[config.mk]
export PLATFORM = sky130hd
export DESIGN_NAME = load_store_unit
export DESIGN_NICKNAME = d
export VERILOG_FILES = /design/src/rtl/load_store_unit.sv
export SDC_FILE = /design/constraint.sdc
export NUM_CORES = 1
export LEC_CHECK = 0
export BUFFER_PORTS_ARGS = -buffer_cell sky130_fd_sc_hd__buf_2
export CORE_ASPECT_RATIO = 1.25
export CORE_MARGIN = 10
export CORE_UTILIZATION = 45
export CTS_CLUSTER_DIAMETER = 60
export DETAILED_ROUTE_END_ITERATION = 6
export PLACE_DENSITY = 0.74
export SETUP_SLACK_MARGIN = 0.4
export SLEW_MARGIN = 20
export SYNTH_ARGS = -nofsm -noshare
export SYNTH_HDL_FRONTEND = slang
export SYNTH_SLANG_ARGS = --single-unit
export TNS_END_PERCENT = 1
[constraint.sdc]
create_clock -name clk -period 2.56 [get_ports clk]
set_input_delay 0 -clock clk [delete_from_list [all_inputs] [get_ports clk]]
set_output_delay 0 -clock clk [all_outputs]
set_load 0.05 [all_outputs]
[src/rtl/load_store_unit.sv]
// load_store_unit
// RV32I data-memory access unit sitting between execute and a simple
// valid/ready data-memory port.  One operation is in flight at a time.
//
// Ports
//   clk, rstn            clock, asynchronous active-low reset
//   reqValid/reqReady    op handshake from execute (ready only when idle)
//   isStore, funct3      op kind and RV32I width/sign code
//   addr, storeData      effective address and rs2 value
//   rdIdx                load destination register
//   flush                pipeline redirect, aborts the current op
//   memReqValid/Ready    data-memory request handshake
//   memAddr/We/ByteEn/Wdata  registered request payload
//   memRspValid/memRdata load response (never back-pressured)
//   wbValid/wbRdIdx/wbData   one-cycle load writeback
//   fault/faultAddr      one-cycle pulse for misaligned/illegal ops
//   busy                 unit is not idle
module load_store_unit #(
    parameter int XLEN = 32
) (
    input  logic            clk,
    input  logic            rstn,
    input  logic            reqValid,
    output logic            reqReady,
    input  logic            isStore,
    input  logic [2:0]      funct3,
    input  logic [XLEN-1:0] addr,
    input  logic [XLEN-1:0] storeData,
    input  logic [4:0]      rdIdx,
    input  logic            flush,
    output logic            memReqValid,
    input  logic            memReqReady,
    output logic [XLEN-1:0] memAddr,
    output logic            memWe,
    output logic [3:0]      memByteEn,
    output logic [XLEN-1:0] memWdata,
    input  logic            memRspValid,
    input  logic [XLEN-1:0] memRdata,
    output logic            wbValid,
    output logic [4:0]      wbRdIdx,
    output logic [XLEN-1:0] wbData,
    output logic            fault,
    output logic [XLEN-1:0] faultAddr,
    output logic            busy
);

    typedef enum logic [1:0] {
        ST_IDLE  = 2'd0,
        ST_REQ   = 2'd1,
        ST_RSP   = 2'd2,
        ST_DRAIN = 2'd3
    } state_t;

    // Byte-lane mask for an access of the given size at the given lane.
    function automatic logic [3:0] byte_en_f(input logic [1:0] size, input logic [1:0] lane);
        logic [3:0] be;
        case (size)
            2'b00:   be = 4'b0001 << lane;
            2'b01:   be = 4'b0011 << lane;
            default: be = 4'b1111;
        endcase
        return be;
    endfunction

    // Replicate store data across all lanes so any lane the byte enables pick holds it.
    function automatic logic [XLEN-1:0] wdata_f(input logic [1:0] size, input logic [XLEN-1:0] sd);
        logic [XLEN-1:0] wd;
        case (size)
            2'b00:   wd = {4{sd[7:0]}};
            2'b01:   wd = {2{sd[15:0]}};
            default: wd = sd;
        endcase
        return wd;
    endfunction

    // Pull the addressed lane down to bit 0 and sign/zero extend it.
    function automatic logic [XLEN-1:0] load_ext_f(input logic [2:0] f3, input logic [1:0] lane,
                                                   input logic [XLEN-1:0] rdata);
        logic [XLEN-1:0] sh;
        logic [XLEN-1:0] res;
        sh = rdata >> {lane, 3'b000};
        case (f3)
            3'b000:  res = {{24{sh[7]}}, sh[7:0]};
            3'b001:  res = {{16{sh[15]}}, sh[15:0]};
            3'b100:  res = {24'h000000, sh[7:0]};
            3'b101:  res = {16'h0000, sh[15:0]};
            default: res = rdata;
        endcase
        return res;
    endfunction

    state_t          state_r, state_nxt_s;

    logic [2:0]      op_f3_r, op_f3_nxt_s;
    logic [1:0]      op_lane_r, op_lane_nxt_s;
    logic [4:0]      op_rd_r, op_rd_nxt_s;

    logic            mem_req_valid_r, mem_req_valid_nxt_s;
    logic [XLEN-1:0] mem_addr_r, mem_addr_nxt_s;
    logic            mem_we_r, mem_we_nxt_s;
    logic [3:0]      mem_byte_en_r, mem_byte_en_nxt_s;
    logic [XLEN-1:0] mem_wdata_r, mem_wdata_nxt_s;
    logic            wb_valid_r, wb_valid_nxt_s;
    logic [4:0]      wb_rd_r, wb_rd_nxt_s;
    logic [XLEN-1:0] wb_data_r, wb_data_nxt_s;
    logic            fault_r, fault_nxt_s;
    logic [XLEN-1:0] fault_addr_r, fault_addr_nxt_s;

    logic            cap_s;
    logic            illegal_s;
    logic            misalign_s;
    logic            bad_op_s;

    // Flush in IDLE suppresses capture for that cycle.
    assign cap_s      = reqValid && (state_r == ST_IDLE) && !flush;
    assign illegal_s  = isStore ? (funct3 >= 3'd3)
                                : ((funct3 == 3'b011) || (funct3[2:1] == 2'b11));
    assign misalign_s = ((funct3[1:0] == 2'b01) && addr[0]) ||
                        ((funct3[1:0] == 2'b10) && (addr[1:0] != 2'b00));
    assign bad_op_s   = illegal_s || misalign_s;

    assign reqReady    = (state_r == ST_IDLE);
    assign busy        = (state_r != ST_IDLE);
    assign memReqValid = mem_req_valid_r;
    assign memAddr     = mem_addr_r;
    assign memWe       = mem_we_r;
    assign memByteEn   = mem_byte_en_r;
    assign memWdata    = mem_wdata_r;
    assign wbValid     = wb_valid_r;
    assign wbRdIdx     = wb_rd_r;
    assign wbData      = wb_data_r;
    assign fault       = fault_r;
    assign faultAddr   = fault_addr_r;

    // State register.
    always_ff @(posedge clk or negedge rstn) begin
        if (!rstn) begin
            state_r <= ST_IDLE;
        end else begin
            state_r <= state_nxt_s;
        end
    end

    // Next-state logic.
    always_comb begin
        state_nxt_s = state_r;
        case (state_r)
            ST_IDLE: begin
                if (cap_s && !bad_op_s) begin
                    state_nxt_s = ST_REQ;
                end else begin
                    state_nxt_s = ST_IDLE;
                end
            end
            ST_REQ: begin
                // Acceptance wins over a coincident flush: the memory already has the op.
                if (memReqReady) begin
                    if (mem_we_r) begin
                        state_nxt_s = ST_IDLE;
                    end else if (flush) begin
                        state_nxt_s = ST_DRAIN;
                    end else begin
                        state_nxt_s = ST_RSP;
                    end
                end else if (flush) begin
                    state_nxt_s = ST_IDLE;
                end else begin
                    state_nxt_s = ST_REQ;
                end
            end
            ST_RSP: begin
                // A response arriving with the flush is consumed here, so no drain is needed.
                if (memRspValid) begin
                    state_nxt_s = ST_IDLE;
                end else if (flush) begin
                    state_nxt_s = ST_DRAIN;
                end else begin
                    state_nxt_s = ST_RSP;
                end
            end
            ST_DRAIN: begin
                if (memRspValid) begin
                    state_nxt_s = ST_IDLE;
                end else begin
                    state_nxt_s = ST_DRAIN;
                end
            end
            default: state_nxt_s = ST_IDLE;
        endcase
    end

    // Next values of the registered outputs and captured op fields.
    always_comb begin
        op_f3_nxt_s         = op_f3_r;
        op_lane_nxt_s       = op_lane_r;
        op_rd_nxt_s         = op_rd_r;
        mem_req_valid_nxt_s = mem_req_valid_r;
        mem_addr_nxt_s      = mem_addr_r;
        mem_we_nxt_s        = mem_we_r;
        mem_byte_en_nxt_s   = mem_byte_en_r;
        mem_wdata_nxt_s     = mem_wdata_r;
        wb_valid_nxt_s      = 1'b0;
        wb_rd_nxt_s         = wb_rd_r;
        wb_data_nxt_s       = wb_data_r;
        fault_nxt_s         = 1'b0;
        fault_addr_nxt_s    = fault_addr_r;
        case (state_r)
            ST_IDLE: begin
                if (cap_s && bad_op_s) begin
                    fault_nxt_s      = 1'b1;
                    fault_addr_nxt_s = addr;
                end else if (cap_s) begin
                    op_f3_nxt_s         = funct3;
                    op_lane_nxt_s       = addr[1:0];
                    op_rd_nxt_s         = rdIdx;
                    mem_req_valid_nxt_s = 1'b1;
                    mem_addr_nxt_s      = {addr[XLEN-1:2], 2'b00};
                    mem_we_nxt_s        = isStore;
                    mem_byte_en_nxt_s   = byte_en_f(funct3[1:0], addr[1:0]);
                    mem_wdata_nxt_s     = wdata_f(funct3[1:0], storeData);
                end else begin
                    mem_req_valid_nxt_s = 1'b0;
                end
            end
            ST_REQ: begin
                // Payload holds while stalled; only valid drops on accept or abort.
                if (memReqReady || flush) begin
                    mem_req_valid_nxt_s = 1'b0;
                end else begin
                    mem_req_valid_nxt_s = 1'b1;
                end
            end
            ST_RSP: begin
                if (memRspValid) begin
                    wb_data_nxt_s  = load_ext_f(op_f3_r, op_lane_r, memRdata);
                    wb_rd_nxt_s    = op_rd_r;
                    wb_valid_nxt_s = !flush && (op_rd_r != 5'd0);
                end else begin
                    wb_valid_nxt_s = 1'b0;
                end
            end
            ST_DRAIN: begin
                wb_valid_nxt_s = 1'b0;
            end
            default: begin
                mem_req_valid_nxt_s = 1'b0;
            end
        endcase
    end

    // Output and op-field registers.
    always_ff @(posedge clk or negedge rstn) begin
        if (!rstn) begin
            op_f3_r         <= 3'd0;
            op_lane_r       <= 2'd0;
            op_rd_r         <= 5'd0;
            mem_req_valid_r <= 1'b0;
            mem_addr_r      <= {XLEN{1'b0}};
            mem_we_r        <= 1'b0;
            mem_byte_en_r   <= 4'd0;
            mem_wdata_r     <= {XLEN{1'b0}};
            wb_valid_r      <= 1'b0;
            wb_rd_r         <= 5'd0;
            wb_data_r       <= {XLEN{1'b0}};
            fault_r         <= 1'b0;
            fault_addr_r    <= {XLEN{1'b0}};
        end else begin
            op_f3_r         <= op_f3_nxt_s;
            op_lane_r       <= op_lane_nxt_s;
            op_rd_r         <= op_rd_nxt_s;
            mem_req_valid_r <= mem_req_valid_nxt_s;
            mem_addr_r      <= mem_addr_nxt_s;
            mem_we_r        <= mem_we_nxt_s;
            mem_byte_en_r   <= mem_byte_en_nxt_s;
            mem_wdata_r     <= mem_wdata_nxt_s;
            wb_valid_r      <= wb_valid_nxt_s;
            wb_rd_r         <= wb_rd_nxt_s;
            wb_data_r       <= wb_data_nxt_s;
            fault_r         <= fault_nxt_s;
            fault_addr_r    <= fault_addr_nxt_s;
        end
    end

endmodule

==> summary.md <==
| Metric | Value |
|---|---|
| Status | `finished, final reports clean` |
| Detailed router's first-iteration violation count | `397` |
| Post-synth top area share | `0.572` |
| Worst Tran Pin Value | `about 740 ps` |
| FF-to-FF Start | `state_r[1]` |
| Unrepaired setup endpoints after global routing | `no` |
| Nets | `1023` |
| CTS Root Cell | `clkbuf_16` |
| CP max FO | `26` |
| Sink Count | `between 150 and 200` |
| Die Wd | `between 100 and 150 um` |
| Max Fclk | `about 480 MHz` |
| First-pass GRT wire length | `32400 um` |
| Rows | `49` |
| Clock buffer depth | `2` |
| Synth area leader | `dfrtp_1` |
| Slowest cell on crit path | `dfrtp_1` |
| Share of the core filled with cells | `0.669` |
| Hold EP | `faultAddr[1]` |
| Crit path launch type | `flip-flop` |
| Fin crit share | `0.806` |
| Post-synthesis area per instance | `around 12 um^2` |
| Hold Vio Cnt, Final | `0` |
| Post-route minimum period | `roughly 2100 ps` |
| Async SR Flop Fraction | `1.00` |
| Worst hold path depth | `2` |
| Pint | `about 0.0070 W` |
| Sw Ratio | `0.513` |
| Drt via density | `5.16` |
| Dpl hpwl | `approximately 14000 um` |
| Number of global-route vias before repair | `~6000` |
| Post-route DRC | `0` |
| Ys flop type | `dfrtp_1` |
| Area occupied by multi-input gates | `about 2600 um^2` |
| GRT Overall Usage | `0.204` |
| FILL cells | `1057` |
| CP Class | `flip-flop to flip-flop` |
| Post-Syn Instances | `566` |
| Reg2Reg Depth | `4` |
| Seq pwr share | `0.299` |
| Register area | `~3800 um^2` |
| Post-synth EDFFs | `0` |
| Hold/Removal Path Class | `primary input to flip-flop` |
| PD cells | `around 1500 nW/um^2` |
| Core ar. | `roughly 14000 um^2` |
| Full die area | `~20000 um^2` |
| Routability cong. | `about 0.79` |
| ANT nets after route | `0` |
| Clk_lat worst skew | `approximately 400 ps` |
| Initial Util | `0.458` |
| Layout cells sized above 1 | `0.408` |
| LEAKAGE | `4.71 nW` |
| WL final | `around 20000 um` |
| Worst Skew | `between 6 and 7 ps` |
| WP data required | `2860 ps` |
| Flop2flop setup slack | `approximately 500 ps` |
| Setup TNS | `0 ps` |
| Clock power share | `0.172` |
| CP endpoint kind | `flip-flop` |
| Warnings from Yosys | `0` |
| Initial DRT Pass Iterations | `5` |
| P&R area growth vs syn | `46.0%` |
| Hold path start | `addr[1]` |
| Setup Viol. Count Final | `0` |
| P_sw | `approximately 0.0073 W` |
| Critical path arrival | `about 2400 ps` |
| Worst path cell trace | `nor4b_4 -> nor3b_4 -> buf_4 -> mux2_2` |
| Logic pwr share | `0.528` |
| Wire per inst | `between 15 and 20 um` |
| Total gr overflow | `0` |
| Mapped cell area | `~6600 um^2` |
| RR Endpoint | `faultAddr[29]` |
| Largest stage delay, worst path | `500 ps` |
| Critical Path Stages | `4` |
| Register area share after synthesis | `0.572` |
| TritonCTS clock tree | `done` |
| Max Slew Vio Count | `0` |
| Worst path bufs/invs | `1` |
| # H-tree levels | `4` |
| I/O Buffers | `between 200 and 300` |
| Count of cell types in the netlist | `38` |
| Largest net degree at the start of global routing | `75` |
| Yosys reg bits | `roughly 150` |
| Synth top area cells | `dfrtp_1, mux2_2, mux2i_1` |
| Slew HR | `0.509` |
| Die Y | `155 um` |
| Vias | `~5700` |
| Top-count cell post-synth | `dfrtp_1` |
| CTS Buf Count | `17` |
| Top cell family by delay on the critical path | `simple AND/OR/NAND/NOR gates` |
| Antenna violations before repair | `2` |
| Top cells by count, synth | `dfrtp_1, mux2_2, nand2_1` |
| Max-Cap Viols | `0` |
| I/O Pins | `about 250` |
| Peak VDD IR | `approximately 940 uV` |
| Worst-path clk slew | `60 ps` |
-- worst reg2reg max path, stage by stage, from the launching register on --
cell and delay, ps:
dfrtp_1 500, nor4b_4 450, nor3b_4 260, buf_4 350, mux2_2 390
-- metrics by stage --
step	hold slack (ps)	std cells	cell area (um^2)	setup WS, ps	power [W]
after detailed placement	66.9	968	8030	492	0.0117
after CTS	3.25	1103	9640	493	0.0143
after floorplan	-296	567	6610	716	0.00977
after global placement	66.4	968	8030	564	0.0116
after global routing	18.2	1103	9640	407	0.0150
final	8.44	1104	9640	496	0.0143
-- cells in the final DEF, fill, tap and decap left out, types with 2 or more instances in the layout --
cell,Yosys,final
a21oi_1,31,31
a22oi_1,5,5
a2bb2oi_1,7,7
buf_2,12,250
buf_4,5,14
bufinv_16,0,2
clkbuf_1,25,2
clkbuf_16,0,17
clkinv_2,0,2
clkinv_4,0,3
clkinvlp_4,0,3
conb_1,1,2
dfrtp_1,151,151
dlygate4sd3_1,0,103
inv_1,3,3
inv_6,0,2
mux2_1,7,7
mux2_2,74,74
mux2i_1,35,35
nand2_1,65,65
nand2b_1,3,3
nand3b_1,4,4
nor2_1,38,38
nor2b_1,2,2
o21ai_0,47,47
o22ai_1,24,24
o2bb2ai_1,7,7
or3_1,3,3
-- final cells by class --
type                            instances  share of cell area
Clock inverter                         13              0.0153
Timing Repair Buffer                  369               0.251
Multi-Input combinational cell        370               0.272
Tap cell                              178              0.0231
Antenna cell                            1            0.000260
Inverter                                3             0.00117
Sequential cell                       151               0.392
Clock buffer                           19              0.0449
-- layer usage --
| metal | global-route usage | vias up | part of all wire |
|---|---|---|---|
| li1 | - | 2698 | - |
| met1 | 0.228 | 2745 | 0.39 |
| met2 | 0.346 | 212 | 0.51 |
| met3 | 0.0636 | 39 | 0.074 |
| met4 | 0.0886 | 0 | 0.028 |
| met5 | 0 | - | 0 |
-- kinds of logic after synthesis --
logic type	share of synthesized area
DFF	0.572
and+or+nand+nor	0.0862
muxes	0.191
buffers and inverters	0.0315
AOI/OAI and AO/OA	0.118
other	0.000568
-- sequential cells by signal, indices dropped and copies added, names as in the netlist --
name / count
state_r: 2
faultAddr: 32
memReqValid: 1
memAddr: 30
wbValid: 1
wbData: 32
op_rd_r: 5
memWdata: 32
memWe: 1
memByteEn: 4
op_lane_r: 2
wbRdIdx: 5
fault: 1
op_f3_r: 3
-- repair_timing --
item,4_1_cts,5_1_grt
gates resized for setup,0,0
hold endpoints to repair,202,0
setup buffers,0,0
hold buffers,103,0
-- worst max-delay path by stage --
stage | startpoint | endpoint | slack [ps]
global placement | state_r[1] | faultAddr[30] | 560
detailed placement | state_r[1] | faultAddr[2] | 490
floorplan | state_r[1] | faultAddr[13] | 720
CTS | state_r[1] | faultAddr[26] | 490
finish | state_r[1] | faultAddr[29] | 500
global route | state_r[1] | faultAddr[29] | 410
-- power groups by stage --
stage                     sequential, W  combinational, W  clock (W)
after floorplan                 0.00788           0.00189          0
after global placement          0.00424           0.00735          0
after detailed placement        0.00428           0.00742          0
after CTS                       0.00426           0.00756    0.00250
after global routing            0.00442           0.00794    0.00260
final                           0.00426           0.00753    0.00246
Note: power is estimated with default switching activity, not from simulation.
